[src/rtl/ucie_ctl_sb_rx_fsm.sv]
// Sideband RX controller: assembles NC-bit RDI sideband phases into a
// 64-bit header plus an optional 64-bit data word, holds the message for the
// CTL layer under a valid/ack handshake and returns one credit per message.
module ucie_ctl_sb_rx_fsm #(
    parameter int NC = 8
) (
    input  logic          i_clk,
    input  logic          i_rst,
    input  logic [NC-1:0] i_pl_cfg,
    input  logic          i_pl_cfg_vld,
    output logic          o_lp_cfg_crd,
    output logic [63:0]   o_sb_rx_hdr,
    output logic [63:0]   o_sb_rx_data,
    output logic          o_sb_rx_has_data,
    output logic          o_sb_rx_vld,
    input  logic          i_sb_rx_ack,
    output logic          o_busy,
    output logic          o_err_overflow
);

    localparam int         P       = 64 / NC;
    localparam logic [2:0] PH_LAST = 3'(P - 1);

    localparam logic [1:0] ST_IDLE = 2'd0;
    localparam logic [1:0] ST_HDR  = 2'd1;
    localparam logic [1:0] ST_DATA = 2'd2;
    localparam logic [1:0] ST_HOLD = 2'd3;

    // Opcodes (header bits [4:0]) whose message carries a data word.
    function automatic logic op_has_data(input logic [4:0] op);
        case (op)
            5'b00001, 5'b00011, 5'b00101,
            5'b01001, 5'b01011, 5'b01101,
            5'b10001, 5'b11001, 5'b11011: op_has_data = 1'b1;
            default:                      op_has_data = 1'b0;
        endcase
    endfunction

    logic [1:0]  state_q, state_d;
    logic [2:0]  ph_q, ph_d;
    logic [63:0] hdr_q, hdr_d;
    logic [63:0] data_q, data_d;
    logic        has_data_q, has_data_d;
    logic        vld_q, vld_d;
    logic        busy_q, busy_d;
    logic        crd_q, crd_d;
    logic        ovf_q, ovf_d;

    // Next-state, phase capture, and handshake/overflow pulse decode.
    always_comb begin
        state_d    = state_q;
        ph_d       = ph_q;
        hdr_d      = hdr_q;
        data_d     = data_q;
        has_data_d = has_data_q;
        crd_d      = 1'b0;
        ovf_d      = 1'b0;
        case (state_q)
            ST_IDLE: begin
                if (i_pl_cfg_vld) begin
                    // Phase 0 starts a fresh message; upper header bits are
                    // filled by the remaining phases.
                    hdr_d      = 64'(i_pl_cfg);
                    data_d     = 64'd0;
                    has_data_d = op_has_data(i_pl_cfg[4:0]);
                    ph_d       = 3'd1;
                    state_d    = ST_HDR;
                end else begin
                    state_d = ST_IDLE;
                end
            end
            ST_HDR: begin
                if (i_pl_cfg_vld) begin
                    hdr_d[int'(ph_q) * NC +: NC] = i_pl_cfg;
                    if (ph_q == PH_LAST) begin
                        ph_d    = 3'd0;
                        state_d = has_data_q ? ST_DATA : ST_HOLD;
                    end else begin
                        ph_d = ph_q + 3'd1;
                    end
                end else begin
                    ph_d = ph_q;
                end
            end
            ST_DATA: begin
                if (i_pl_cfg_vld) begin
                    data_d[int'(ph_q) * NC +: NC] = i_pl_cfg;
                    if (ph_q == PH_LAST) begin
                        ph_d    = 3'd0;
                        state_d = ST_HOLD;
                    end else begin
                        ph_d = ph_q + 3'd1;
                    end
                end else begin
                    ph_d = ph_q;
                end
            end
            ST_HOLD: begin
                // Buffer is full: any incoming phase is dropped and flagged.
                ovf_d = i_pl_cfg_vld;
                if (i_sb_rx_ack) begin
                    state_d = ST_IDLE;
                    crd_d   = 1'b1;
                end else begin
                    state_d = ST_HOLD;
                end
            end
            default: begin
                state_d = ST_IDLE;
                ph_d    = 3'd0;
            end
        endcase
        vld_d  = (state_d == ST_HOLD);
        busy_d = (state_d == ST_HDR) || (state_d == ST_DATA);
    end

    // State and output registers; reset drops any partial message without a credit.
    always_ff @(posedge i_clk or posedge i_rst) begin
        if (i_rst) begin
            state_q    <= ST_IDLE;
            ph_q       <= 3'd0;
            hdr_q      <= 64'd0;
            data_q     <= 64'd0;
            has_data_q <= 1'b0;
            vld_q      <= 1'b0;
            busy_q     <= 1'b0;
            crd_q      <= 1'b0;
            ovf_q      <= 1'b0;
        end else begin
            state_q    <= state_d;
            ph_q       <= ph_d;
            hdr_q      <= hdr_d;
            data_q     <= data_d;
            has_data_q <= has_data_d;
            vld_q      <= vld_d;
            busy_q     <= busy_d;
            crd_q      <= crd_d;
            ovf_q      <= ovf_d;
        end
    end

    assign o_lp_cfg_crd     = crd_q;
    assign o_sb_rx_hdr      = hdr_q;
    assign o_sb_rx_data     = data_q;
    assign o_sb_rx_has_data = has_data_q;
    assign o_sb_rx_vld      = vld_q;
    assign o_busy           = busy_q;
    assign o_err_overflow   = ovf_q;

endmodule
[config.mk]
export PLATFORM = sky130hd
export DESIGN_NAME = ucie_ctl_sb_rx_fsm
export DESIGN_NICKNAME = d
export VERILOG_FILES = /design/src/rtl/ucie_ctl_sb_rx_fsm.sv
export SDC_FILE = /design/constraint.sdc
export NUM_CORES = 1
export LEC_CHECK = 0
export ABC_AREA = 0
export BUFFER_PORTS_ARGS = -buffer_cell sky130_fd_sc_hd__buf_2
export CORE_ASPECT_RATIO = 0.9
export CORE_MARGIN = 3
export CORE_UTILIZATION = 41
export CTS_CLUSTER_DIAMETER = 200
export DETAILED_ROUTE_END_ITERATION = 10
export PLACE_DENSITY = 0.66
export SETUP_SLACK_MARGIN = 0.1
export SYNTH_ARGS = -nofsm -noshare
export SYNTH_HDL_FRONTEND = slang
export SYNTH_SLANG_ARGS = --single-unit
[constraint.sdc]
create_clock -name i_clk -period 5 [get_ports i_clk]
set_clock_uncertainty 0.05 [all_clocks]
set_input_delay 0.5 -clock i_clk [delete_from_list [all_inputs] [get_ports i_clk]]
set_output_delay 0.5 -clock i_clk [all_outputs]
set_load 0.005 [all_outputs]
# == Yosys cells after proc, flatten, opt, wreduce, memory -nomap -nowiden ==
# Memory sizes are Yosys's and may differ from the RTL's. A register that Yosys moved wholly into a read port is not among the register bits.
# Index checks and enable logic that the tools add are counted.
# W data, S select, Z words.
# word_totals
register_bits,137
latch_bits,0
ramBits,0
rom_bits,32
inputBits,12
output_inout_bits,133
word_cells,57
mem_count,1
# memory_table
memory,words,word_bits,read_ports,rd_ports_with_merged_regs,write_ports,line_no,text
(name not given),32,1,1,1,0,31,case (op)
# op_classes
add_sub_neg,2
n_mul,0
div,0
n_lt_le_gt_ge,0
eq_ne,11
n_shift,2
mux,23
bitwise_logic,0
n_reduce_logical,10
# op_table
cell,n
$mux W64,4
$pmux W64 S2,2
$bwmux W64,2
$shift A8 B33 Y64 const A,1
$shiftx A8 B33 Y64,1
$neg A6 Y33,1
$mux W2,5
$mux W3,3
$reduce_and A3 Y1,3
$eq A2 B2 Y1 const B,4
$pmux W2 S4,1
$ne A2 B2 Y1 const B,3
$pmux W3 S2,1
$reduce_bool A2 Y1,3
$mux W1,5
$eq A2 B1 Y1 const B,2
$add A3 B1 Y3 const B,1
$eq A3 B3 Y1 const B,1
$logic_not A2 Y1,1
$ne A2 B1 Y1 const B,1
$reduce_and A2 Y1,1
$reduce_or A2 Y1,1
$logic_or A1 B1 Y1,1

# == Depth between registers and ports, before layout ==
# Gate-level depths: netlist (run 1).
# depth
word_depth,6
ltp_mapped,7
mapped_depth_nobuf,7

# == Least setup slack after synthesis (run 1) ==
# No wires, ideal clock.
# synth_path
path_kind,flip-flop to flip-flop
start,reg ph_q[0]
end,reg hdr_q[0] (netlist: o_sb_rx_hdr[0])
setup_ns,0.121
t_arrival_ns,1.922
required_ns,4.829
path_slack_ns,2.907
path_stages_with_launch,7
path_buffers,0
period_less_slack_ns,2.093
cell_sequence,dfrtp_1 > inv_1 > ha_1 > ha_1 > nor4b_4 > a41oi_1 > a22o_1
# synth_between
elab_chain_cells,5
elab_cells_between_ends,6
classes_between,add/sub (1); shift (2); mux (3)
# synth_lines
element,line_no,text
start: declaration,40,"logic [2:0] ph_q, ph_d;"
start signal: assignment,131,ph_q <= ph_d;
$neg A6 Y33 *,74,hdr_d[int'(ph_q) * NC +: NC] = i_pl_cfg;
$shiftx A8 B33 Y64 / $shift A8 B33 Y64 (equally long branches),74,
$bwmux W64 *,74,
$mux W64 *,73,if (i_pl_cfg_vld) begin
$pmux W64 S2 *,58,case (state_q)
end signal: assignment,132,hdr_q <= hdr_d;
end: declaration,41,"logic [63:0] hdr_q, hdr_d;"
# Mark *: on every way between the ends. The rest lies on a longest branch, timed or not. The select of a mux whose other input is x is not followed.
# A chain may end at the register's enable or synchronous reset.

# == Worst setup path after layout (run 1) ==
# layout_path
start,reg state_q[1]
end,reg hdr_q[37] (netlist: o_sb_rx_hdr[37])
# layout_between
elab_chain_cells,3
elab_cells_between_ends,7
classes_between,eq/ne (3); mux (1); reduce/logical (3)
# layout_lines
element,line_no,text
start: declaration,39,"logic [1:0] state_q, state_d;"
start signal: assignment,130,state_q <= state_d;
$eq A2 B1 Y1 / $logic_not A2 Y1 (equally long branches),58,
$ne A2 B2 Y1 (no line) / $reduce_bool A2 Y1 (equally long branches),--,
$reduce_and A3 Y1 (no line),--,
# Several ways; a longest one is shown, not always the timed one.

==> flow_metrics.tcl, run 1 <==
set metrics [dict create \
    synth_area_per_cell_um2 14.02 \
    crit_fanout 14 \
    io_buffers 144 \
    wl_per_cell_um 21.24 \
    antennaDiodeCount 0 \
    core_area_um2 12780 \
    drive_gt1_share_pct 37.57 \
    grt_pass1_wl_um 23180 \
    end_kind "flip-flop" \
    syn_area_um2 5413 \
    dieWidth_um 127.1 \
    post-cts-setup-buffers 0 \
    pwr-share-comb_pct 16.4 \
    powerDensity_nw_per_um2 456.3 \
    detailed_place_hpwl_um 9909 \
    postCtsHoldBufs 0 \
    ant_nets 0 \
    overflow 0 \
    synth_fp_nets 409 \
    ys_async_sr_fraction_pct 100.0 \
    slew_headroom_pct 40.77 \
    rows 39 \
    maxCapViolations 0 \
    yosys_warnings 0 \
    cts_tree "done" \
    drcViolationCount 0 \
    via_count 3951 \
    clock_latency_ps 410 \
    fin_crit_sh_pct 49.61 \
    first_iter_violations 317 \
    finalNonFillerCells 707 \
    routed_wl_um 15020 \
    fp.dieH_um 115 \
    p_leak_nw 3.737 \
    reg2reg_from "state_q[1]" \
    synth_seq_cells 138 \
    required_ps 5300 \
    crit_start "state_q[1]" \
    cts_root_buf "clkbuf_16" \
    synth_edf_count 0 \
    r2r_slack_ps 2520 \
    grt_max_degree 102 \
    cts_buffer_depth 2 \
    setup_viol 0 \
    synth_top_area_cell "dfrtp_1" \
    synth.yosys.seq_area_share_pct 63.80 \
    worst_pin_slew_ps 888.5 \
    startpoint_type "flip-flop" \
    min_path_type "input port to async pin" \
    power_frac_seq_pct 41.4 \
    gr-usage-all-layers_pct 21.00 \
    dieArea_um2 14620 \
    timing.hold.ws_ps 239.1 \
    worstSetupPathType "flip-flop to flip-flop" \
    vias_per_cell 5.588 \
    min_period_ps 2481 \
    htree_levels 4 \
    io-pin-count 145 \
    grt_setup_unrepaired "no" \
    area_delta_synth_final_pct 26.14 \
    critical_path_arrival_ps 2780 \
    fin_util_pct 53.41 \
    first_pass_iters 5 \
    p_sw_w 0.0008355 \
    irDropWorstVdd_v 0.0002574 \
    cts_sinks 138 \
    grt_pass1_vias 3986 \
    synth_top_area_share_pct 63.80 \
    reg2reg_depth 5 \
    clkPwrFrac_pct 42.2 \
    intPower_w 0.002280 \
    slew_violations 0 \
    numCtsBuffers 17 \
    antenna_found_initial 0 \
    initial_core_util_pct 42.34 \
    place.gp.congestion 0.8062 \
    finalHoldViolCount 0 \
    clk_pin_slew_ps 60 \
    dp_cells 675 \
    status "complete, no violations" \
    tns_ps 0 \
    ctsResizeCount 0 \
    timing.fmax_mhz 403.1 \
    switching_share_pct 26.82 \
    yosysUniqueCellTypes 34 \
    postSynthCellCount 386 \
    ys.flop_type "dfrtp_1" \
    r2r-end "o_sb_rx_hdr[37]" \
    nNetsFinal 553 \
    synth_area_leaders "dfrtp_1, a22o_1, a22o_2" \
]
==> layout make-up <==
class / count / area (um2)
multi-input cells: 221 / 1778
repair buffers: 145 / 728.2
fillers: 1110 / 5957
well taps: 164 / 205.2
clock buffers: 22 / 494.2
flip-flops and latches: 138 / 3453
inverters: 7 / 31.28
clock inverters: 10 / 137.6
==> kinds of logic (layout without fill, tap and decap cells) <==
family	Yosys count	after routing	share of synthesized area, %
flip-flops	138	138	63.80
adder cells (fa/ha/maj)	11	11	2.543
AO/OA/AOI/OAI	156	156	25.01
AND/OR/NAND/NOR	51	51	4.716
multiplexers	3	3	0.5779
buffers and inverters	27	184	3.352
==> layer usage <==
metal  track usage (%)  wire (um)  vias up
li1                  -          -     1762
met1             29.04       7029     2046
met2             31.88       6857      127
met3             6.410        956       16
met4             7.076        173        0
met5                 0          0        -
==> synthesized netlist by cell type (3+ instances only) <==
library cell / n
a22o_2: 16
a22o_1: 112
a21o_1: 13
inv_1: 7
nand3_1: 6
nor2_1: 22
nand2_1: 12
ha_1: 11
clkbuf_8: 3
o21ai_0: 5
clkbuf_1: 6
buf_2: 4
dfrtp_1: 138
clkdlybuf4s50_2: 3
==> through the flow <==
step	setup slack, ps	power [W]	instance area (um2)
after floorplan	753.8	0.001624	5413
after global placement	2615	0.001804	6196
after detailed placement	2550	0.001820	6196
after CTS	2525	0.003140	6828
after global routing	2360	0.003262	6828
final	2519	0.003115	6828
==> sequential cells by signal, indices dropped and copies added (netlist names) <==
| signal | cells |
|---|---|
| o_err_overflow | 1 |
| o_sb_rx_data | 64 |
| o_busy | 1 |
| state_q | 2 |
| ph_q | 3 |
| o_lp_cfg_crd | 1 |
| o_sb_rx_vld | 1 |
| o_sb_rx_has_data | 1 |
| o_sb_rx_hdr | 64 |
==> critical path, stage by stage (launching register included) <==
cell and delay [ps]:
dfrtp_1 430, inv_1 120, ha_1 560, nand2_1 400
nor2_1 620, a22o_1 230
==> power by group through the flow <==
stage	Sequential (W)	Combinational [W]	Clock [W]
floorplan	0.00130	0.000319	0
global placement	0.00130	0.000504	0
detailed placement	0.00131	0.000513	0
CTS	0.00129	0.000515	0.00133
global route	0.00130	0.000567	0.00139
finish	0.00129	0.000510	0.00131
==> worst max-delay path by stage <==
stage / slack [ps] / end
after floorplan: 750 / o_busy
after detailed placement: 2550 / o_sb_rx_hdr[33]
after global placement: 2620 / o_sb_rx_hdr[37]
final: 2520 / o_sb_rx_hdr[37]
after CTS: 2520 / o_sb_rx_hdr[37]
after global routing: 2360 / o_sb_rx_hdr[37]
==> cell usage in the layout (no fill, tap or decap), types with 2 or more instances in the layout <==
cell,n
ha_1,11
clkinvlp_4,2
nor2_1,22
mux2i_1,2
clkinv_2,3
inv_1,6
a221oi_1,2
nand2_1,12
dfrtp_1,138
bufinv_16,3
and2b_1,2
and2_1,2
a22o_2,16
clkbuf_16,17
o21ai_2,2
nand3_1,6
o21ai_0,5
a22o_1,112
a21o_2,2
clkbuf_8,5
buf_2,144
a21o_1,13
inv_6,2
Note: power is estimated with default switching activity, not from simulation.
==> run 2: changes to the inputs <==
--- a/config.mk
+++ b/config.mk
@@ -12,7 +12,7 @@
 export CORE_UTILIZATION = 41
 export CTS_CLUSTER_DIAMETER = 200
 export DETAILED_ROUTE_END_ITERATION = 10
-export PLACE_DENSITY = 0.66
+export PLACE_DENSITY = 0.68
 export SETUP_SLACK_MARGIN = 0.1
 export SYNTH_ARGS = -nofsm -noshare
 export SYNTH_HDL_FRONTEND = slang
==> constraint.sdc (replaced) <==
create_clock -name i_clk -period 2.2 [get_ports i_clk]
set_clock_uncertainty 0.05 [all_clocks]
set_input_delay 0.22 -clock i_clk [delete_from_list [all_inputs] [get_ports i_clk]]
set_output_delay 0.22 -clock i_clk [all_outputs]
set_load 0.005 [all_outputs]
==> run 2 against run 1 <==
- critical path depth increased by 2
- final cell count increased by 2.0%
- wire length increased by 2.5%
- utilization increased by 1.7 points
- via count increased by 2.6%
- critical path type unchanged
==> flow_metrics.tcl, run 2 (synthesis results as in run 1) <==
set metrics [dict create \
    status "complete, no violations" \
    powerDensity_nw_per_um2 1025 \
    fin_crit_sh_pct 90.81 \
    irDropWorstVdd_v 0.0006383 \
    numCtsBuffers 17 \
    first_iter_violations 300 \
    startpoint_type "flip-flop" \
    finalHoldViolCount 0 \
    initial_core_util_pct 42.34 \
    dp_cells 686 \
    gr-usage-all-layers_pct 21.17 \
    crit_start "ph_q[1]" \
    crit_fanout 8 \
    pre_cts_slack_ps 16.37 \
    antennaDiodeCount 0 \
    timing.hold.ws_ps 159.7 \
    clock_latency_ps 400 \
    timing.fmax_mhz 500.6 \
    io-pin-count 145 \
    grt_use_met3_pct 7.013 \
    via_count 4052 \
    drcViolationCount 0 \
    vias_per_cell 5.620 \
    path_cells "inv_1 -> ha_4 -> ha_4 -> nor4b_4 -> nand2_1 -> a21o_2 -> a22o_1" \
    cts_root_buf "clkbuf_16" \
    min_path_type "input port to flip-flop" \
    wl_per_cell_um 21.35 \
    antenna_found_initial 0 \
    maxCapViolations 0 \
    drive_gt1_share_pct 42.91 \
    grt_setup_unrepaired "yes" \
    cts_tree "done" \
    grt_max_degree 97 \
    cts_buffer_depth 2 \
    crit_top_cell "ha_4" \
    dieArea_um2 14620 \
    detailed_place_hpwl_um 10120 \
    slowest_stage "dfrtp_1" \
    met2_usage_pct 32.19 \
    nNetsFinal 567 \
    grt.busiest_layer "met2" \
    slew_violations 0 \
    design_area_um2 7051 \
    rows 39 \
    ant_nets 0 \
    area_delta_synth_final_pct 30.26 \
    worst_pin_slew_ps 562.4 \
    core_area_um2 12780 \
    dieWidth_um 127.1 \
    io_buffers 144 \
    fp.dieH_um 115 \
    grt_pass1_wl_um 23600 \
    max_stage_delay_ps 370 \
    place.gp.congestion 0.7626 \
    gr-usage-met1_pct 29.48 \
    tns_ps 0 \
    end_kind "flip-flop" \
    overflow 0 \
    slew_headroom_pct 62.50 \
    finalNonFillerCells 721 \
    routed_wl_um 15390 \
    mostFrequentLayoutCells "buf_2, dfrtp_1, a22o_1" \
    worstSetupPathType "flip-flop to flip-flop" \
    fin_ws_ps 202.2 \
    place_area_um2 6290 \
    first_pass_iters 4 \
    clk_pin_slew_ps 60 \
    htree_levels 4 \
    reg2reg_from "ph_q[1]" \
    grt_pass1_vias 4059 \
    p_leak_nw 3.805 \
    min_period_ps 1998 \
    final_common_cell "buf_2" \
    hold_path_startpoint "i_pl_cfg[3]" \
    cts_sinks 138 \
    required_ps 2440 \
    critical_path_arrival_ps 2240 \
    setup_viol 0 \
]
-- run 2: metrics by stage --
stage	utilization (%)	total power (W)
2_1_floorplan	-	0.003691
6_report	55.15	0.007225
5_1_grt	55.15	0.007536
4_1_cts	54.39	0.007154
3_5_place_dp	49.20	0.004181
3_3_place_gp	49.20	0.004145
-- run 2: what timing repair did --
item                                    CTS  global route
hold endpoints to repair                139             0
endpoints found under the setup margin   75           120
hold buffers                              2             0
resized for setup                         7            23
pin swaps                                 1            11
buffers inserted                          0             1
-- run 2: final timing paths --
| kind | to | depth (start not counted) | slack [ps] |
|---|---|---|---|
| worst max-delay path | o_sb_rx_data[7] | 7 | 200 |
| worst min-delay path | o_sb_rx_hdr[35] | 2 | 160 |
| worst max register to register | o_sb_rx_data[7] | 7 | 200 |
| worst min register to register | o_sb_rx_data[1] | 1 | 450 |
| max in group asynchronous | o_sb_rx_hdr[14] | 4 | 1230 |
| min in group asynchronous | state_q[1] | 4 | 460 |
-- run 2: critical path, delay by kind of cell (launching register included) --
kind                     cells  cell delay (ps)
buffers and inverters        1              120
adder cells (fa/ha/maj)      2              380
AO/OA/AOI/OAI                2              530
AND/OR/NAND/NOR              2              440
flip-flops                   1              370
-- run 2: where the power goes --
| part | internal, W | switching (W) |
|---|---|---|
| registers | 0.00277 | 0.000149 |
| logic | 0.000572 | 0.000788 |
| clock network | 0.00193 | 0.00101 |
-- run 2: final cells by class --
cell class              count  area [um2]
clock inverters             6       108.9
well taps                 164       205.2
repair buffers            159       850.8
inverters                   7       30.03
multi-input cells         221        1893
clock buffers              26       509.2
fillers                  1074        5734
flip-flops and latches    138        3453
-- run 2: per-layer routing --
metal | vias up | part of all wire (%)
met5 | - | 0
met4 | 0 | 1.0
met3 | 9 | 9.6
met2 | 173 | 47
met1 | 2083 | 42
li1 | 1787 | -
